`src/rtl/cnt_bank_pkg.sv`:
```
// cnt_bank_pkg
// Shared definitions for the statistics counter bank:
//   CNT_WIDTH    - width of every statistics counter (and of the shared adder)
//   cpu_state_e  - CPU read FSM encoding (IDLE -> ACC -> ACK)
//   rr_wrap      - helper that folds base+offset back into 0..n-1
package cnt_bank_pkg;

    localparam int CNT_WIDTH = 32;

    typedef enum logic [1:0] {
        ST_IDLE = 2'd0,
        ST_ACC  = 2'd1,
        ST_ACK  = 2'd2
    } cpu_state_e;

    // base and off are both below n, so one conditional subtract is enough.
    function automatic int rr_wrap(input int base, input int off, input int n);
        int sum;
        sum = base + off;
        if (sum >= n) begin
            sum = sum - n;
        end
        return sum;
    endfunction

endpackage

```
`src/rtl/cnt_rr_arb.sv`:
```
// cnt_rr_arb
// Round-robin picker: grants the first requester at or after i_ptr,
// wrapping around the N-entry request vector.
// Ports:
//   i_req      N   request vector (one bit per counter with pending events)
//   i_ptr      PW  search start position
//   i_en       1   picker enable; no grant while low
//   o_gnt      N   one-hot grant
//   o_gnt_idx  PW  index of the granted requester
//   o_vld      1   a grant was made this cycle
module cnt_rr_arb
    import cnt_bank_pkg::*;
#(
    parameter int N  = 8,
    parameter int PW = $clog2(N)
) (
    input  logic [N-1:0]  i_req,
    input  logic [PW-1:0] i_ptr,
    input  logic          i_en,
    output logic [N-1:0]  o_gnt,
    output logic [PW-1:0] o_gnt_idx,
    output logic          o_vld
);

    always_comb begin
        o_gnt     = '0;
        o_gnt_idx = '0;
        o_vld     = 1'b0;
        // Walk from the farthest offset down to offset 0 so the requester
        // closest to i_ptr is the last (winning) assignment.
        for (int k = N - 1; k >= 0; k--) begin
            if (i_en && i_req[rr_wrap(int'(i_ptr), k, N)]) begin
                o_vld     = 1'b1;
                o_gnt_idx = PW'(rr_wrap(int'(i_ptr), k, N));
            end
        end
        if (o_vld) begin
            o_gnt[o_gnt_idx] = 1'b1;
        end
    end

endmodule

```
`src/rtl/cnt32_bank_ctrl.sv`:
```
// cnt32_bank_ctrl
// CNT_NUM 32-bit statistics counters sharing a single adder. Event strobes
// build up in saturating pending accumulators; a round-robin scheduler
// flushes one accumulator per cycle into its counter. A 4-phase CPU read
// port returns a coherent counter+pending value, optionally clearing it.
// Ports:
//   clks          1           clock
//   reset         1           synchronous reset, active low
//   cnt_inc       CNT_NUM     per-counter event strobes
//   cnt_clr_all   1           clear every counter, pend and overflow flag
//   cpu_rd_req    1           read request (level, held until ack seen)
//   cpu_rd_clr    1           clear the counter after the read
//   cpu_addr      ADDR_WIDTH  read address
//   cpu_rd_ack    1           read acknowledge
//   cpu_data_out  32          read data, valid while ack is high
//   pend_ovf      CNT_NUM     sticky pending-accumulator overflow
//   dbg_state     2           CPU read FSM state
// Handshake: req rises and is held with addr/clr stable; the cycle after req
// is sampled is the access (ACC) slot; ack then rises with data and stays
// high while req is high; ack drops on the edge after req falls.
module cnt32_bank_ctrl
    import cnt_bank_pkg::*;
#(
    parameter int                    CNT_NUM    = 8,
    parameter int                    ADDR_WIDTH = 13,
    parameter logic [ADDR_WIDTH-1:0] BASE_ADDR  = 'h100,
    parameter int                    PEND_WIDTH = 4
) (
    input  logic                  clks,
    input  logic                  reset,
    input  logic [CNT_NUM-1:0]    cnt_inc,
    input  logic                  cnt_clr_all,
    input  logic                  cpu_rd_req,
    input  logic                  cpu_rd_clr,
    input  logic [ADDR_WIDTH-1:0] cpu_addr,
    output logic                  cpu_rd_ack,
    output logic [CNT_WIDTH-1:0]  cpu_data_out,
    output logic [CNT_NUM-1:0]    pend_ovf,
    output cpu_state_e            dbg_state
);

    localparam int PW = $clog2(CNT_NUM);
    localparam logic [PEND_WIDTH-1:0] PEND_MAX = '1;

    logic [CNT_NUM-1:0][CNT_WIDTH-1:0]  r_cnt;
    logic [CNT_NUM-1:0][PEND_WIDTH-1:0] r_pend;
    logic [CNT_NUM-1:0]                 r_ovf;
    logic [PW-1:0]                      r_ptr;
    logic [CNT_WIDTH-1:0]               r_data;
    logic                               r_ack;
    cpu_state_e                         r_state;

    cpu_state_e                         w_state_nxt;
    logic [CNT_NUM-1:0]                 w_req;
    logic [CNT_NUM-1:0]                 w_gnt;
    logic [PW-1:0]                      w_gnt_idx;
    logic                               w_gnt_vld;
    logic                               w_arb_en;
    logic [ADDR_WIDTH-1:0]              w_off;
    logic                               w_hit;
    logic [PW-1:0]                      w_idx;
    logic [PW-1:0]                      w_sel;
    logic [CNT_WIDTH-1:0]               w_sum;
    logic [CNT_NUM-1:0]                 w_flush;
    logic [PW-1:0]                      w_ptr_nxt;

    // ---------------- CPU read FSM ----------------
    always_comb begin
        w_state_nxt = r_state;
        unique case (r_state)
            ST_IDLE: if (cpu_rd_req) w_state_nxt = ST_ACC;
            ST_ACC:  w_state_nxt = ST_ACK;
            ST_ACK:  if (!cpu_rd_req) w_state_nxt = ST_IDLE;
            default: w_state_nxt = ST_IDLE;
        endcase
    end

    // ---------------- address decode ----------------
    // Addresses below BASE_ADDR wrap to large offsets and miss naturally.
    assign w_off = cpu_addr - BASE_ADDR;
    assign w_hit = (w_off < ADDR_WIDTH'(CNT_NUM));
    assign w_idx = w_off[PW-1:0];

    // ---------------- scheduler ----------------
    always_comb begin
        for (int i = 0; i < CNT_NUM; i++) begin
            w_req[i] = (r_pend[i] != '0);
        end
    end

    // The ACC cycle belongs to the CPU; a global clear also idles the scheduler.
    assign w_arb_en = (r_state != ST_ACC) && !cnt_clr_all;

    cnt_rr_arb #(
        .N  (CNT_NUM),
        .PW (PW)
    ) u_arb (
        .i_req     (w_req),
        .i_ptr     (r_ptr),
        .i_en      (w_arb_en),
        .o_gnt     (w_gnt),
        .o_gnt_idx (w_gnt_idx),
        .o_vld     (w_gnt_vld)
    );

    assign w_ptr_nxt = (w_gnt_idx == PW'(CNT_NUM - 1)) ? '0 : w_gnt_idx + 1'b1;

    // ---------------- shared adder ----------------
    assign w_sel = (r_state == ST_ACC) ? w_idx : w_gnt_idx;
    assign w_sum = r_cnt[w_sel] + CNT_WIDTH'(r_pend[w_sel]);

    // Accumulator being drained this cycle, by the CPU slot or the scheduler.
    always_comb begin
        w_flush = '0;
        if (r_state == ST_ACC) begin
            if (w_hit) w_flush[w_idx] = 1'b1;
        end else if (w_gnt_vld) begin
            w_flush = w_gnt;
        end
    end

    // ---------------- state ----------------
    always_ff @(posedge clks) begin
        if (!reset) begin
            r_cnt   <= '0;
            r_pend  <= '0;
            r_ovf   <= '0;
            r_ptr   <= '0;
            r_data  <= '0;
            r_ack   <= 1'b0;
            r_state <= ST_IDLE;
        end else begin
            r_state <= w_state_nxt;
            r_ack   <= (w_state_nxt == ST_ACK);
            if (cnt_clr_all) begin
                r_cnt  <= '0;
                r_pend <= '0;
                r_ovf  <= '0;
                if (r_state == ST_ACC) r_data <= '0;
            end else begin
                // A drained accumulator restarts from this cycle's strobe, so
                // an event coinciding with a flush is never lost.
                for (int i = 0; i < CNT_NUM; i++) begin
                    if (w_flush[i]) begin
                        r_pend[i] <= PEND_WIDTH'(cnt_inc[i]);
                    end else if (cnt_inc[i]) begin
                        if (r_pend[i] == PEND_MAX) r_ovf[i] <= 1'b1;
                        else                       r_pend[i] <= r_pend[i] + 1'b1;
                    end
                end
                if (r_state == ST_ACC) begin
                    if (w_hit) begin
                        r_data       <= w_sum;
                        r_cnt[w_idx] <= cpu_rd_clr ? '0 : w_sum;
                    end else begin
                        r_data <= '0;
                    end
                end else if (w_gnt_vld) begin
                    r_cnt[w_gnt_idx] <= w_sum;
                    r_ptr            <= w_ptr_nxt;
                end
            end
        end
    end

    assign cpu_rd_ack   = r_ack;
    assign cpu_data_out = r_data;
    assign pend_ovf     = r_ovf;
    assign dbg_state    = r_state;

endmodule

```
`config.mk`:
```
export PLATFORM = sky130hd
export DESIGN_NAME = cnt32_bank_ctrl
export DESIGN_NICKNAME = d
export VERILOG_FILES = /design/src/rtl/cnt_bank_pkg.sv /design/src/rtl/cnt_rr_arb.sv /design/src/rtl/cnt32_bank_ctrl.sv
export SDC_FILE = /design/constraint.sdc
export NUM_CORES = 1
export LEC_CHECK = 0
export ABC_AREA = 1
export BUFFER_PORTS_ARGS = -buffer_cell sky130_fd_sc_hd__buf_2
export CAP_MARGIN = 25
export CORE_UTILIZATION = 30
export DETAILED_ROUTE_END_ITERATION = 7
export GPL_ROUTABILITY_DRIVEN = 1
export GPL_TIMING_DRIVEN = 0
export MAX_ROUTING_LAYER = met4
export PLACE_DENSITY = 0.56
export SYNTH_ARGS = -nofsm -noshare
export SYNTH_HDL_FRONTEND = slang
export SYNTH_HIERARCHICAL = 1
export SYNTH_SLANG_ARGS = --single-unit
```
`constraint.sdc`:
```
create_clock -name clks -period 5.88 [get_ports clks]
set_clock_uncertainty 0.15 [all_clocks]
set_input_delay 0 -clock clks [delete_from_list [all_inputs] [get_ports clks]]
set_output_delay 0 -clock clks [all_outputs]
set_load 0.1 [all_outputs]
```
==> results of run 1 <==
[cells in the final DEF, fill, tap and decap left out, types with 10 or more instances in the layout]
cell,instances
sky130_fd_sc_hd__nand2_2,37
sky130_fd_sc_hd__xor2_1,12
sky130_fd_sc_hd__clkbuf_1,67
sky130_fd_sc_hd__dlygate4sd1_1,11
sky130_fd_sc_hd__nor2_2,16
sky130_fd_sc_hd__nor3_1,27
sky130_fd_sc_hd__nor4_1,12
sky130_fd_sc_hd__clkbuf_16,40
sky130_fd_sc_hd__a21oi_1,313
sky130_fd_sc_hd__buf_4,43
sky130_fd_sc_hd__dfxtp_1,332
sky130_fd_sc_hd__buf_6,18
sky130_fd_sc_hd__a22oi_1,32
sky130_fd_sc_hd__nand2_4,17
sky130_fd_sc_hd__inv_1,143
sky130_fd_sc_hd__nand2_1,819
sky130_fd_sc_hd__buf_2,107
sky130_fd_sc_hd__nand3_2,20
sky130_fd_sc_hd__dlygate4sd3_1,13
sky130_fd_sc_hd__o21ai_0,45
sky130_fd_sc_hd__inv_2,10
sky130_fd_sc_hd__nor2_1,95
sky130_fd_sc_hd__ha_1,24
sky130_fd_sc_hd__nand3_1,461
[worst register-to-register path: cells and delay by family (launching register included)]
| family | cells | cell delay (ns) |
|---|---|---|
| and+or+nand+nor | 20 | 2.33 |
| buffers and inverters | 9 | 1.17 |
| AOI/OAI and AO/OA | 6 | 0.96 |
| adders and majority gates | 2 | 0.63 |
| DFF | 1 | 0.35 |
[synthesized netlist by cell type, types with 10 or more instances]
master	count	area share
sky130_fd_sc_hd__nand2_1	831	0.18
sky130_fd_sc_hd__nand3_1	467	0.13
sky130_fd_sc_hd__dfxtp_1	334	0.38
sky130_fd_sc_hd__a21oi_1	317	0.089
sky130_fd_sc_hd__inv_1	145	0.031
sky130_fd_sc_hd__nor2_1	98	0.021
sky130_fd_sc_hd__clkbuf_1	60	0.013
sky130_fd_sc_hd__o21ai_0	52	0.015
sky130_fd_sc_hd__buf_2	49	0.014
sky130_fd_sc_hd__a22oi_1	32	0.014
sky130_fd_sc_hd__nand2_2	30	0.011
sky130_fd_sc_hd__nor3_1	27	0.0076
sky130_fd_sc_hd__ha_1	25	0.018
sky130_fd_sc_hd__nand3_2	19	0.011
sky130_fd_sc_hd__buf_4	18	0.0076
sky130_fd_sc_hd__nor2_2	16	0.0056
sky130_fd_sc_hd__buf_6	15	0.0095
sky130_fd_sc_hd__nor4_1	12	0.0042
sky130_fd_sc_hd__xor2_1	12	0.0059
sky130_fd_sc_hd__dlygate4sd1_1	11	0.0054
sky130_fd_sc_hd__nand2_4	11	0.0070
sky130_fd_sc_hd__inv_2	10	0.0021
[cells by family after synthesis]
logic type | share of synthesized area
flops | 0.376
buf+inv | 0.0853
fa+ha+maj | 0.0187
xor+xnor | 0.0102
compound gates | 0.129
simple gates | 0.381
[routing by layer]
layer  vias up  wire, um  GRT usage
met5         -         0          -
met4         0      2130     0.0786
met3       136      6390     0.0398
met2       805     30900      0.357
met1      8826     31600      0.324
li1       9073         -          -
[layout make-up]
class / instances / share of cell area
Buffer: 151 / 0.0456
Clock buffer: 59 / 0.0541
Clock inverter: 12 / 0.00741
Inverter: 162 / 0.0297
Multi-Input combinational cell: 1999 / 0.466
Sequential cell: 334 / 0.317
Tap cell: 765 / 0.0454
Timing Repair Buffer: 109 / 0.0352
[state kept, by name, summed over array words and instances (netlist names)]
register and flops:
cpu_data_out 32, dbg_state 2, pend_ovf 8, r_pend 32, r_ptr 3, cpu_rd_ack 1
r_cnt 256
[repair_timing]
item	in CTS	in global routing
gates cloned	1	2
gates resized for setup	47	59
hold endpoints to repair	59	0
pin swaps	6	19
hold buffers	13	0
setup endpoints to repair	279	243
buffers inserted	9	19
[worst paths after layout]
path	start	endpoint	slack, ns	cells past startpoint
worst min-delay path	cpu_addr[2]	r_pend[7]$_SDFFE_PP0P_	0.03	7
worst max-delay path	r_ptr[1]$_SDFFE_PN0P_	r_cnt[29]$_SDFFE_PP0P_	0.25	37
worst min register to register	pend_ovf[6]$_SDFFE_PP0P_	pend_ovf[6]$_SDFFE_PP0P_	0.30	2
worst max register to register	r_ptr[1]$_SDFFE_PN0P_	r_cnt[29]$_SDFFE_PP0P_	0.25	37
[stage by stage]
| stage | area, um2 | util |
|---|---|---|
| CTS | 20800 | 0.357 |
| global route | 21100 | 0.363 |
| floorplan | 17800 | - |
| global placement | 19100 | 0.328 |
| detailed placement | 19100 | 0.328 |
| finish | 21100 | 0.363 |
==> report_table.html, run 1 <==
<table>
<tr><th>Metric</th><th>Value</th></tr>
<tr><th colspan="2">Placement</th></tr>
<tr><td>Inst Count DP</td><td>3485</td></tr>
<tr><td>Half-perimeter wire length after placement</td><td>49.6 mm</td></tr>
<tr><td>Final weighted congestion in routability-driven placement</td><td>0.964</td></tr>
<tr><td>Port Buf Inserts</td><td>66</td></tr>
<tr><td>Placement Setup Slack</td><td>-1.30 ns</td></tr>
<tr><th colspan="2">Global route</th></tr>
<tr><td>Wire length of the first global-routing pass</td><td>107 mm</td></tr>
<tr><td>Antenna violations before repair</td><td>1</td></tr>
<tr><td>Vias in the first global route</td><td>17200</td></tr>
<tr><td>Global-route usage over all layers</td><td>0.239</td></tr>
<tr><td>Global-route congestion overflow total</td><td>0</td></tr>
<tr><td>Maximum number of pins on one net before global-route repair</td><td>29</td></tr>
<tr><th colspan="2">STA</th></tr>
<tr><td>Post-layout min period</td><td>5.63 ns</td></tr>
<tr><td>Headroom to the max-slew limit</td><td>0.192</td></tr>
<tr><td>Summed negative setup slack over all endpoints</td><td>0 ns</td></tr>
<tr><td>Max-slew violation total from the final report</td><td>0</td></tr>
<tr><td>Period utilization</td><td>0.958</td></tr>
<tr><td>Hold Slack</td><td>0.0334 ns</td></tr>
<tr><td>Peak Freq</td><td>177 MHz</td></tr>
<tr><td>Final worst-path setup slack</td><td>0.245 ns</td></tr>
<tr><td>Hold violation count in the final report</td><td>0</td></tr>
<tr><td>Setup Viol. Count Final</td><td>0</td></tr>
<tr><td>Transition at the pin with the smallest max-transition slack</td><td>1.21 ns</td></tr>
<tr><th colspan="2">Floorplan</th></tr>
<tr><td>Total die area</td><td>60300 um2</td></tr>
<tr><td>Core region area</td><td>58100 um2</td></tr>
<tr><td>Initial core utilization</td><td>0.306</td></tr>
<tr><td>Die extent in x</td><td>245 um</td></tr>
<tr><td># rows</td><td>88</td></tr>
<tr><td>Top Ports</td><td>69</td></tr>
<tr><td>Die span in y</td><td>245 um</td></tr>
<tr><th colspan="2">Critical path</th></tr>
<tr><td>Cell repeated most along the worst path</td><td>sky130_fd_sc_hd__nand2_2</td></tr>
<tr><td>Worst path top cell family by delay</td><td>simple AND/OR/NAND/NOR gates</td></tr>
<tr><td>Arrival @ worst endpoint</td><td>5.98 ns</td></tr>
<tr><td>Type of origin of the critical path</td><td>flip-flop</td></tr>
<tr><td>Required arrival time at the worst endpoint</td><td>6.23 ns</td></tr>
<tr><td>Highest net fanout along the worst path</td><td>14</td></tr>
<tr><td>Path type of the worst setup path</td><td>reg -&gt; reg</td></tr>
<tr><td>Buffering stage count on the worst path with inverters included</td><td>9</td></tr>
<tr><td>Slowest library cell on the worst path</td><td>sky130_fd_sc_hd__dfxtp_2</td></tr>
<tr><td>Kind of end point of the critical path</td><td>flip-flop</td></tr>
<tr><td>Largest stage delay, worst path</td><td>0.35 ns</td></tr>
<tr><th colspan="2">Clock tree</th></tr>
<tr><td>Clock sink count</td><td>334</td></tr>
<tr><td>Clock tree from TritonCTS</td><td>done</td></tr>
<tr><td>Number of buffers created by CTS</td><td>39</td></tr>
<tr><td>Clock tree root driver cell</td><td>sky130_fd_sc_hd__clkbuf_16</td></tr>
<tr><td># H-tree levels</td><td>2</td></tr>
<tr><td>Clk Latency, worst-skew pair</td><td>0.58 ns</td></tr>
<tr><td>Clk buf depth</td><td>3</td></tr>
<tr><td>Worst-path clk slew</td><td>0.06 ns</td></tr>
<tr><th colspan="2">Yosys</th></tr>
<tr><td>Ys async rst share</td><td>0</td></tr>
<tr><td>Average instance area after synthesis</td><td>6.70 um2</td></tr>
<tr><td>Sequential cell area fraction in the yosys report</td><td>0.376</td></tr>
<tr><td>Number of warning messages in the yosys log</td><td>6</td></tr>
<tr><td>Mapped Cells</td><td>2653</td></tr>
<tr><td>EDFF count, synth</td><td>0</td></tr>
<tr><td>Flops &amp; latches, synth</td><td>334</td></tr>
<tr><td>Most used flip-flop cell after synthesis</td><td>sky130_fd_sc_hd__dfxtp_1</td></tr>
<tr><td>Post-synthesis net count</td><td>2705</td></tr>
<tr><td>Number of distinct library cell variants in the gate-level netlist after synthesis</td><td>47</td></tr>
<tr><td>Summed instance area of the synthesized netlist</td><td>17800 um2</td></tr>
<tr><th colspan="2">Run</th></tr>
<tr><td>Number of violations of the max-capacitance limit</td><td>0</td></tr>
<tr><th colspan="2">Detailed routing</th></tr>
<tr><td>Vias post-DR</td><td>18800</td></tr>
<tr><td>Post-DR vias/cell</td><td>5.25</td></tr>
<tr><td>Post-detailed-routing wire length</td><td>71.1 mm</td></tr>
<tr><td>Average wire per standard cell</td><td>19.8 um</td></tr>
<tr><td>First-pass DRT Iterations</td><td>8</td></tr>
<tr><td>Detailed Route Iter0 Violations</td><td>2083</td></tr>
<tr><td>DRC violation count after routing</td><td>0</td></tr>
<tr><td>Antenna Violating Nets Remaining</td><td>0</td></tr>
<tr><th colspan="2">Min path</th></tr>
<tr><td>Tightest Hold Check Type</td><td>in -&gt; reg</td></tr>
<tr><th colspan="2">Final layout</th></tr>
<tr><td>Layout cells sized above 1</td><td>0.137</td></tr>
<tr><td>Multi-input logic area</td><td>9820 um2</td></tr>
<tr><td>Layout overhead on the synthesized area</td><td>18.6%</td></tr>
<tr><td>Diode insertion count for antenna repair</td><td>0</td></tr>
<tr><td>Filler-free cell count of the finished design</td><td>3591</td></tr>
<tr><td>Register area</td><td>6690 um2</td></tr>
<tr><td>Final #Nets</td><td>2848</td></tr>
<tr><td>Filler cell count in the final layout</td><td>6321</td></tr>
<tr><th colspan="2">Run status</th></tr>
<tr><td>Status</td><td>finished clean</td></tr>
</table>
Power of run 1 is not shown: default switching activity piles up to over one toggle a cycle in this logic, so the estimate is an artifact.
==> run 2, diff against run 1 <==
Settings changed: CORE_UTILIZATION 30 to 40, PLACE_DENSITY 0.56 to 0.67.
Clock period 5.88 ns to 7.2 ns, I/O delays scaled along.
==> report_table.html, run 2 (synthesis gave the netlist of run 1 again) <==
<table>
<tr><th>Metric</th><th>Value</th></tr>
<tr><th colspan="2">Detailed routing</th></tr>
<tr><td>Detailed Route Iter0 Violations</td><td>2483 (+19%)</td></tr>
<tr><td>DRC violation count after routing</td><td>1 (+1)</td></tr>
<tr><td>Vias post-DR</td><td>19300 (+2.4%)</td></tr>
<tr><td>Post-detailed-routing wire length</td><td>68.5 mm (-3.6%)</td></tr>
<tr><td>Post-DR vias/cell</td><td>5.69 (+8.5%)</td></tr>
<tr><td>Antenna Violating Nets Remaining</td><td>0 (unchanged)</td></tr>
<tr><td>Average wire per standard cell</td><td>20.2 um (+2.1%)</td></tr>
<tr><td>First-pass DRT Iterations</td><td>8 (unchanged)</td></tr>
<tr><th colspan="2">Final layout</th></tr>
<tr><td>Layout cells sized above 1</td><td>0.120 (-0.0169)</td></tr>
<tr><td>Final cell utilization of the core</td><td>0.469 (+0.106)</td></tr>
<tr><td>Most common cell after layout, fill and taps aside</td><td>sky130_fd_sc_hd__nand2_1</td></tr>
<tr><td>Layout overhead on the synthesized area</td><td>14.5%</td></tr>
<tr><td>Multi-input logic area</td><td>9610 um2 (-2.2%)</td></tr>
<tr><td>Number of flip-flops in the largest register</td><td>256 (unchanged)</td></tr>
<tr><td>Diode insertion count for antenna repair</td><td>0 (unchanged)</td></tr>
<tr><td>Filler cell count in the final layout</td><td>4382 (-31%)</td></tr>
<tr><td>Biggest register</td><td>r_cnt</td></tr>
<tr><td>Final #Nets</td><td>2831 (-0.60%)</td></tr>
<tr><td>Register area</td><td>6690 um2 (about the same)</td></tr>
<tr><td>Highest-count cells in the layout ignoring fill and taps</td><td>sky130_fd_sc_hd__nand2_1, sky130_fd_sc_hd__nand3_1, sky130_fd_sc_hd__dfxtp_1</td></tr>
<tr><th colspan="2">Critical path</th></tr>
<tr><td>Highest net fanout along the worst path</td><td>10 (-4)</td></tr>
<tr><td>Slowest library cell on the worst path</td><td>sky130_fd_sc_hd__dfxtp_1</td></tr>
<tr><td>Required arrival time at the worst endpoint</td><td>7.47 ns (+1.24 ns)</td></tr>
<tr><td>Kind of end point of the critical path</td><td>flip-flop</td></tr>
<tr><td>Path type of the worst setup path</td><td>reg -&gt; reg</td></tr>
<tr><td>Type of origin of the critical path</td><td>flip-flop</td></tr>
<tr><td>Arrival @ worst endpoint</td><td>7.05 ns (+1.07 ns)</td></tr>
<tr><td>Largest stage delay, worst path</td><td>0.35 ns (about the same)</td></tr>
<tr><td>Cell repeated most along the worst path</td><td>sky130_fd_sc_hd__nand2_1</td></tr>
<tr><th colspan="2">Clock tree</th></tr>
<tr><td>Worst-path clk slew</td><td>0.06 ns (about the same)</td></tr>
<tr><td>Clk buf depth</td><td>3 (unchanged)</td></tr>
<tr><td>Number of buffers created by CTS</td><td>40 (+2.6%)</td></tr>
<tr><td>Clock tree from TritonCTS</td><td>done</td></tr>
<tr><td># H-tree levels</td><td>2 (unchanged)</td></tr>
<tr><td>Clock sink count</td><td>334 (unchanged)</td></tr>
<tr><td>Clk Latency, worst-skew pair</td><td>0.59 ns (about the same)</td></tr>
<tr><td>Clock tree root driver cell</td><td>sky130_fd_sc_hd__clkbuf_16</td></tr>
<tr><th colspan="2">STA</th></tr>
<tr><td>Period utilization</td><td>0.941 (-0.0178)</td></tr>
<tr><td>Unrepaired setup endpoints after global routing</td><td>false</td></tr>
<tr><td>Post-layout min period</td><td>6.77 ns (+1.14 ns)</td></tr>
<tr><td>Transition at the pin with the smallest max-transition slack</td><td>0.972 ns (-0.239 ns)</td></tr>
<tr><td>Peak Freq</td><td>148 MHz (-17%)</td></tr>
<tr><td>Hold violation count in the final report</td><td>0 (unchanged)</td></tr>
<tr><td>Headroom to the max-slew limit</td><td>0.352 (+0.160)</td></tr>
<tr><td>Max-slew violation total from the final report</td><td>0 (unchanged)</td></tr>
<tr><td>Setup Viol. Count Final</td><td>0 (unchanged)</td></tr>
<tr><th colspan="2">Global route</th></tr>
<tr><td>Vias in the first global route</td><td>17700 (+2.6%)</td></tr>
<tr><td>Antenna violations before repair</td><td>0 (-1)</td></tr>
<tr><td>Global-route usage over all layers</td><td>0.308 (+0.0692)</td></tr>
<tr><td>Wire length of the first global-routing pass</td><td>103 mm (-3.8%)</td></tr>
<tr><td>Global-route congestion overflow total</td><td>0 (unchanged)</td></tr>
<tr><td>Maximum number of pins on one net before global-route repair</td><td>14 (-52%)</td></tr>
<tr><th colspan="2">Floorplan</th></tr>
<tr><td>Die extent in x</td><td>213 um (-13%)</td></tr>
<tr><td>Initial core utilization</td><td>0.409 (+0.103)</td></tr>
<tr><td>Core region area</td><td>43500 um2 (-25%)</td></tr>
<tr><td># rows</td><td>76 (-14%)</td></tr>
<tr><td>Top Ports</td><td>69 (unchanged)</td></tr>
<tr><td>Total die area</td><td>45300 um2 (-25%)</td></tr>
<tr><td>Die span in y</td><td>213 um (-13%)</td></tr>
<tr><th colspan="2">Placement</th></tr>
<tr><td>Port Buf Inserts</td><td>66 (unchanged)</td></tr>
<tr><td>Half-perimeter wire length after placement</td><td>48.3 mm (-2.6%)</td></tr>
<tr><td>Final weighted congestion in routability-driven placement</td><td>1.02 (+5.7%)</td></tr>
<tr><th colspan="2">Min path</th></tr>
<tr><td>Tightest Hold Check Type</td><td>in -&gt; reg</td></tr>
<tr><th colspan="2">Run status</th></tr>
<tr><td>Violated checks</td><td>design-rule violations</td></tr>
<tr><td>Status</td><td>finished with violations</td></tr>
<tr><th colspan="2">Run</th></tr>
<tr><td>Number of violations of the max-capacitance limit</td><td>0 (unchanged)</td></tr>
</table>
## run 2: routing by layer
layer / GRT usage / wire (um)
met1: 0.397 / 28400
met5: - / 0
met2: 0.462 / 29700
met4: 0.150 / 3270
met3: 0.0579 / 7170
## run 2: timing repair
| item | CTS | global route |
|---|---|---|
| hold buffers | 15 | 0 |
| hold endpoints to repair | 59 | 0 |
| resized for setup | 1 | 22 |
| setup buffers | 0 | 4 |
| pin swaps | 0 | 2 |
| setup endpoints to repair | 9 | 225 |
| cloned | 0 | 0 |
## run 2: layout make-up
type,instances,share of cell area
multi-input combinational,1997,0.472
sequential,334,0.328
clock buffer,53,0.0560
buffer,158,0.0444
tap,585,0.0359
inverter,162,0.0302
timing repair buffer,86,0.0260
clock inverter,17,0.00755
## run 2: worst paths after layout
path	start	slack, ns	cells after the start	to
max	r_ptr[1]$_SDFFE_PN0P_	0.43	38	cpu_data_out[29]$_SDFFE_PN0N_
min	cpu_addr[2]	0.07	8	r_pend[28]$_SDFFE_PP0P_
max reg2reg	r_ptr[1]$_SDFFE_PN0P_	0.43	38	cpu_data_out[29]$_SDFFE_PN0N_
min reg2reg	pend_ovf[0]$_SDFFE_PP0P_	0.30	2	pend_ovf[0]$_SDFFE_PP0P_
## run 2: critical path: cells and delay by family, from the launching register on
kind / cells / cell delay, ns
AOI/OAI and AO/OA: 6 / 0.91
buffers and inverters: 10 / 1.74
adders and majority gates: 2 / 0.50
DFF: 1 / 0.35
and+or+nand+nor: 20 / 2.97
## run 2: stage by stage
step                      cell area (um2)  cells  hold WS (ns)  TNS, ns  worst slack, ns
after floorplan                     17800   2653      -0.00761        0             1.16
after global placement              18800   3304         0.117        0            0.143
after detailed placement            18800   3304         0.121  -0.0246          -0.0200
after CTS                           20300   3389        0.0624        0           0.0617
after global routing                20400   3392         0.142        0           0.0218
final                               20400   3392        0.0715        0            0.428
Power of run 2 is left out for the same reason.
==> run 3, diff against run 2 <==
Settings changed: SKIP_LAST_GASP set to 1.
Clock period 7.2 ns to 8.8 ns, I/O delays scaled along.
==> report_table.html, run 3 (synthesis gave the netlist of run 1 again) <==
<table>
<tr><th>Metric</th><th>Value</th></tr>
<tr><th colspan="2">Run status</th></tr>
<tr><td>Status</td><td>finished clean</td></tr>
<tr><th colspan="2">Final layout</th></tr>
<tr><td>Filler cell count in the final layout</td><td>4386 (+0.091%)</td></tr>
<tr><td>Final #Nets</td><td>2829 (-0.071%)</td></tr>
<tr><td>Most common cell after layout, fill and taps aside</td><td>sky130_fd_sc_hd__nand2_1</td></tr>
<tr><td>Number of flip-flops in the largest register</td><td>256 (unchanged)</td></tr>
<tr><td>Diode insertion count for antenna repair</td><td>0 (unchanged)</td></tr>
<tr><td>Layout cells sized above 1</td><td>0.114 (-0.00562)</td></tr>
<tr><td>Filler-free cell count of the finished design</td><td>3390 (-0.059%)</td></tr>
<tr><td>Highest-count cells in the layout ignoring fill and taps</td><td>sky130_fd_sc_hd__nand2_1, sky130_fd_sc_hd__nand3_1, sky130_fd_sc_hd__dfxtp_1</td></tr>
<tr><td>Biggest register</td><td>r_cnt</td></tr>
<tr><td>Layout overhead on the synthesized area</td><td>14.1%</td></tr>
<tr><th colspan="2">Detailed routing</th></tr>
<tr><td>DRC violation count after routing</td><td>0 (-1)</td></tr>
<tr><td>Antenna Violating Nets Remaining</td><td>0 (unchanged)</td></tr>
<tr><td>Detailed Route Iter0 Violations</td><td>2473 (-0.40%)</td></tr>
<tr><td>Average wire per standard cell</td><td>20.2 um (about the same)</td></tr>
<tr><td>Post-DR vias/cell</td><td>5.68 (-0.13%)</td></tr>
<tr><td>Vias post-DR</td><td>19300 (-0.19%)</td></tr>
<tr><td>First-pass DRT Iterations</td><td>7 (-1)</td></tr>
<tr><td>Post-detailed-routing wire length</td><td>68.5 mm (about the same)</td></tr>
<tr><th colspan="2">Global route</th></tr>
<tr><td>Wire length of the first global-routing pass</td><td>103 mm (unchanged)</td></tr>
<tr><td>Global-route usage over all layers</td><td>0.308 (unchanged)</td></tr>
<tr><td>Vias in the first global route</td><td>17700 (unchanged)</td></tr>
<tr><td>Met3 Usage GRT</td><td>0.0579 (unchanged)</td></tr>
<tr><td>Global route hottest layer</td><td>met2</td></tr>
<tr><td>Met2 track demand over resource</td><td>0.462 (unchanged)</td></tr>
<tr><td>Maximum number of pins on one net before global-route repair</td><td>14 (unchanged)</td></tr>
<tr><td>Antenna violations before repair</td><td>0 (unchanged)</td></tr>
<tr><td>Global-route congestion overflow total</td><td>0 (unchanged)</td></tr>
<tr><td>GRT met1 Usage</td><td>0.397 (unchanged)</td></tr>
<tr><th colspan="2">Critical path</th></tr>
<tr><td>Highest net fanout along the worst path</td><td>10 (unchanged)</td></tr>
<tr><td>Type of origin of the critical path</td><td>flip-flop</td></tr>
<tr><td>Path type of the worst setup path</td><td>reg -&gt; reg</td></tr>
<tr><td>Cell repeated most along the worst path</td><td>sky130_fd_sc_hd__nand2_1</td></tr>
<tr><td>Worst r2r dst</td><td>r_cnt[113]$_SDFFE_PP0P_</td></tr>
<tr><td>Setup slack of the most critical reg-to-reg path</td><td>1.42 ns (+0.99 ns)</td></tr>
<tr><td>Slowest library cell on the worst path</td><td>sky130_fd_sc_hd__buf_1</td></tr>
<tr><td>Largest stage delay, worst path</td><td>0.45 ns (+0.10 ns)</td></tr>
<tr><td>Kind of end point of the critical path</td><td>flip-flop</td></tr>
<tr><td>Required arrival time at the worst endpoint</td><td>9.06 ns (+1.59 ns)</td></tr>
<tr><td>Logic depth of the worst register-to-register path</td><td>37 (-2.6%)</td></tr>
<tr><td>Arrival @ worst endpoint</td><td>7.64 ns (+0.59 ns)</td></tr>
<tr><td>Worst reg2reg startpoint</td><td>r_ptr[1]$_SDFFE_PN0P_</td></tr>
<tr><th colspan="2">Placement</th></tr>
<tr><td>Final weighted congestion in routability-driven placement</td><td>1.02 (unchanged)</td></tr>
<tr><td>Half-perimeter wire length after placement</td><td>48.3 mm (unchanged)</td></tr>
<tr><td>Inst Count DP</td><td>3304 (unchanged)</td></tr>
<tr><td>Placement Setup Slack</td><td>1.58 ns (+1.60 ns)</td></tr>
<tr><td>Port Buf Inserts</td><td>66 (unchanged)</td></tr>
<tr><th colspan="2">Floorplan</th></tr>
<tr><td>Initial core utilization</td><td>0.409 (unchanged)</td></tr>
<tr><td>Core region area</td><td>43500 um2 (unchanged)</td></tr>
<tr><td>Die span in y</td><td>213 um (unchanged)</td></tr>
<tr><td>Die extent in x</td><td>213 um (unchanged)</td></tr>
<tr><td># rows</td><td>76 (unchanged)</td></tr>
<tr><td>Total die area</td><td>45300 um2 (unchanged)</td></tr>
<tr><td>Top Ports</td><td>69 (unchanged)</td></tr>
<tr><th colspan="2">STA</th></tr>
<tr><td>Max-slew violation total from the final report</td><td>0 (unchanged)</td></tr>
<tr><td>Post-layout min period</td><td>7.38 ns (+0.606 ns)</td></tr>
<tr><td>Hold violation count in the final report</td><td>0 (unchanged)</td></tr>
<tr><td>Peak Freq</td><td>136 MHz (-8.2%)</td></tr>
<tr><td>Unrepaired setup endpoints after global routing</td><td>false</td></tr>
<tr><td>Final worst-path setup slack</td><td>1.42 ns (+0.994 ns)</td></tr>
<tr><td>Setup Viol. Count Final</td><td>0 (unchanged)</td></tr>
<tr><td>Headroom to the max-slew limit</td><td>0.357 (+0.00504)</td></tr>
<tr><td>Transition at the pin with the smallest max-transition slack</td><td>0.965 ns (-0.00756 ns)</td></tr>
<tr><td>Period utilization</td><td>0.838 (-0.102)</td></tr>
<tr><td>Summed negative setup slack over all endpoints</td><td>0 ns (unchanged)</td></tr>
<tr><th colspan="2">Min path</th></tr>
<tr><td>Tightest Hold Check Type</td><td>in -&gt; reg</td></tr>
<tr><td>Worst hold path startpoint</td><td>cpu_addr[2]</td></tr>
<tr><td>End point of the most critical hold path</td><td>r_pend[12]$_SDFFE_PP0P_</td></tr>
<tr><td>Hold-critical path depth</td><td>7 (-1)</td></tr>
<tr><th colspan="2">Clock tree</th></tr>
<tr><td>Clock sink count</td><td>334 (unchanged)</td></tr>
<tr><td>Clk Latency, worst-skew pair</td><td>0.58 ns (about the same)</td></tr>
<tr><td>Post-CTS setup buffer count</td><td>0 (unchanged)</td></tr>
<tr><td>Clk buf depth</td><td>3 (unchanged)</td></tr>
<tr><td>Worst-path clk slew</td><td>0.06 ns (about the same)</td></tr>
<tr><td>Number of buffers created by CTS</td><td>40 (unchanged)</td></tr>
<tr><td>Clock tree from TritonCTS</td><td>done</td></tr>
<tr><td># H-tree levels</td><td>2 (unchanged)</td></tr>
<tr><td>Clock tree root driver cell</td><td>sky130_fd_sc_hd__clkbuf_16</td></tr>
<tr><td>Post-cts gate resize count</td><td>0 (-1)</td></tr>
<tr><th colspan="2">Run</th></tr>
<tr><td>Number of violations of the max-capacitance limit</td><td>0 (unchanged)</td></tr>
</table>
[run 3: timing repair]
item                                    4_1_cts  5_1_grt
hold buffers                                 15        0
endpoints found under the setup margin        0        0
endpoints found under the hold margin        59        0
[run 3: per-stage QoR]
stage / area, um2 / hold slack [ns] / utilization
after CTS: 20300 / 0.0624 / 0.467
after global routing: 20300 / 0.142 / 0.467
after global placement: 18800 / 0.117 / 0.434
final: 20300 / 0.0794 / 0.467
after floorplan: 17800 / -0.00761 / -
after detailed placement: 18800 / 0.121 / 0.434
[run 3: per-layer routing]
metal / up-vias / wire [um]
met2: 1080 / 29700
met3: 217 / 7640
met4: 0 / 3220
li1: 9022 / -
met5: - / 0
met1: 8945 / 27900
[run 3: layout make-up]
| cell class | instances | area (um2) | share of cell area |
|---|---|---|---|
| clock inverters | 17 | 154 | 0.00758 |
| plain buffers | 160 | 901 | 0.0444 |
| multi-input cells | 1997 | 9580 | 0.472 |
| inverters | 162 | 616 | 0.0303 |
| clock buffers | 53 | 1140 | 0.0562 |
| flip-flops and latches | 334 | 6690 | 0.329 |
| repair buffers | 82 | 488 | 0.0240 |
| well taps | 585 | 732 | 0.0361 |
[run 3: worst max-delay path by stage]
stage | end | slack (ns) | startpoint | cells after the start
after floorplan | r_cnt[49]$_SDFFE_PP0P_ | 2.76 | dbg_state[1]$_SDFF_PN0_ | 36
after global placement | cpu_data_out[17]$_SDFFE_PN0N_ | 1.74 | r_ptr[1]$_SDFFE_PN0P_ | 39
after detailed placement | r_cnt[113]$_SDFFE_PP0P_ | 1.58 | r_ptr[1]$_SDFFE_PN0P_ | 38
after CTS | r_cnt[113]$_SDFFE_PP0P_ | 1.56 | r_ptr[1]$_SDFFE_PN0P_ | 38
after global routing | r_cnt[177]$_SDFFE_PP0P_ | 0.96 | r_ptr[1]$_SDFFE_PN0P_ | 38
final | r_cnt[113]$_SDFFE_PP0P_ | 1.42 | r_ptr[1]$_SDFFE_PN0P_ | 37
[run 3: worst max-delay path, delay by kind of cell, from the launching register on]
| family | cells | cell delay (ns) |
|---|---|---|
| DFF | 1 | 0.35 |
| and+or+nand+nor | 17 | 2.94 |
| adders and majority gates | 2 | 0.53 |
| AOI/OAI and AO/OA | 8 | 1.22 |
| buffers and inverters | 10 | 2.03 |
Power of run 3 is left out for the same reason.
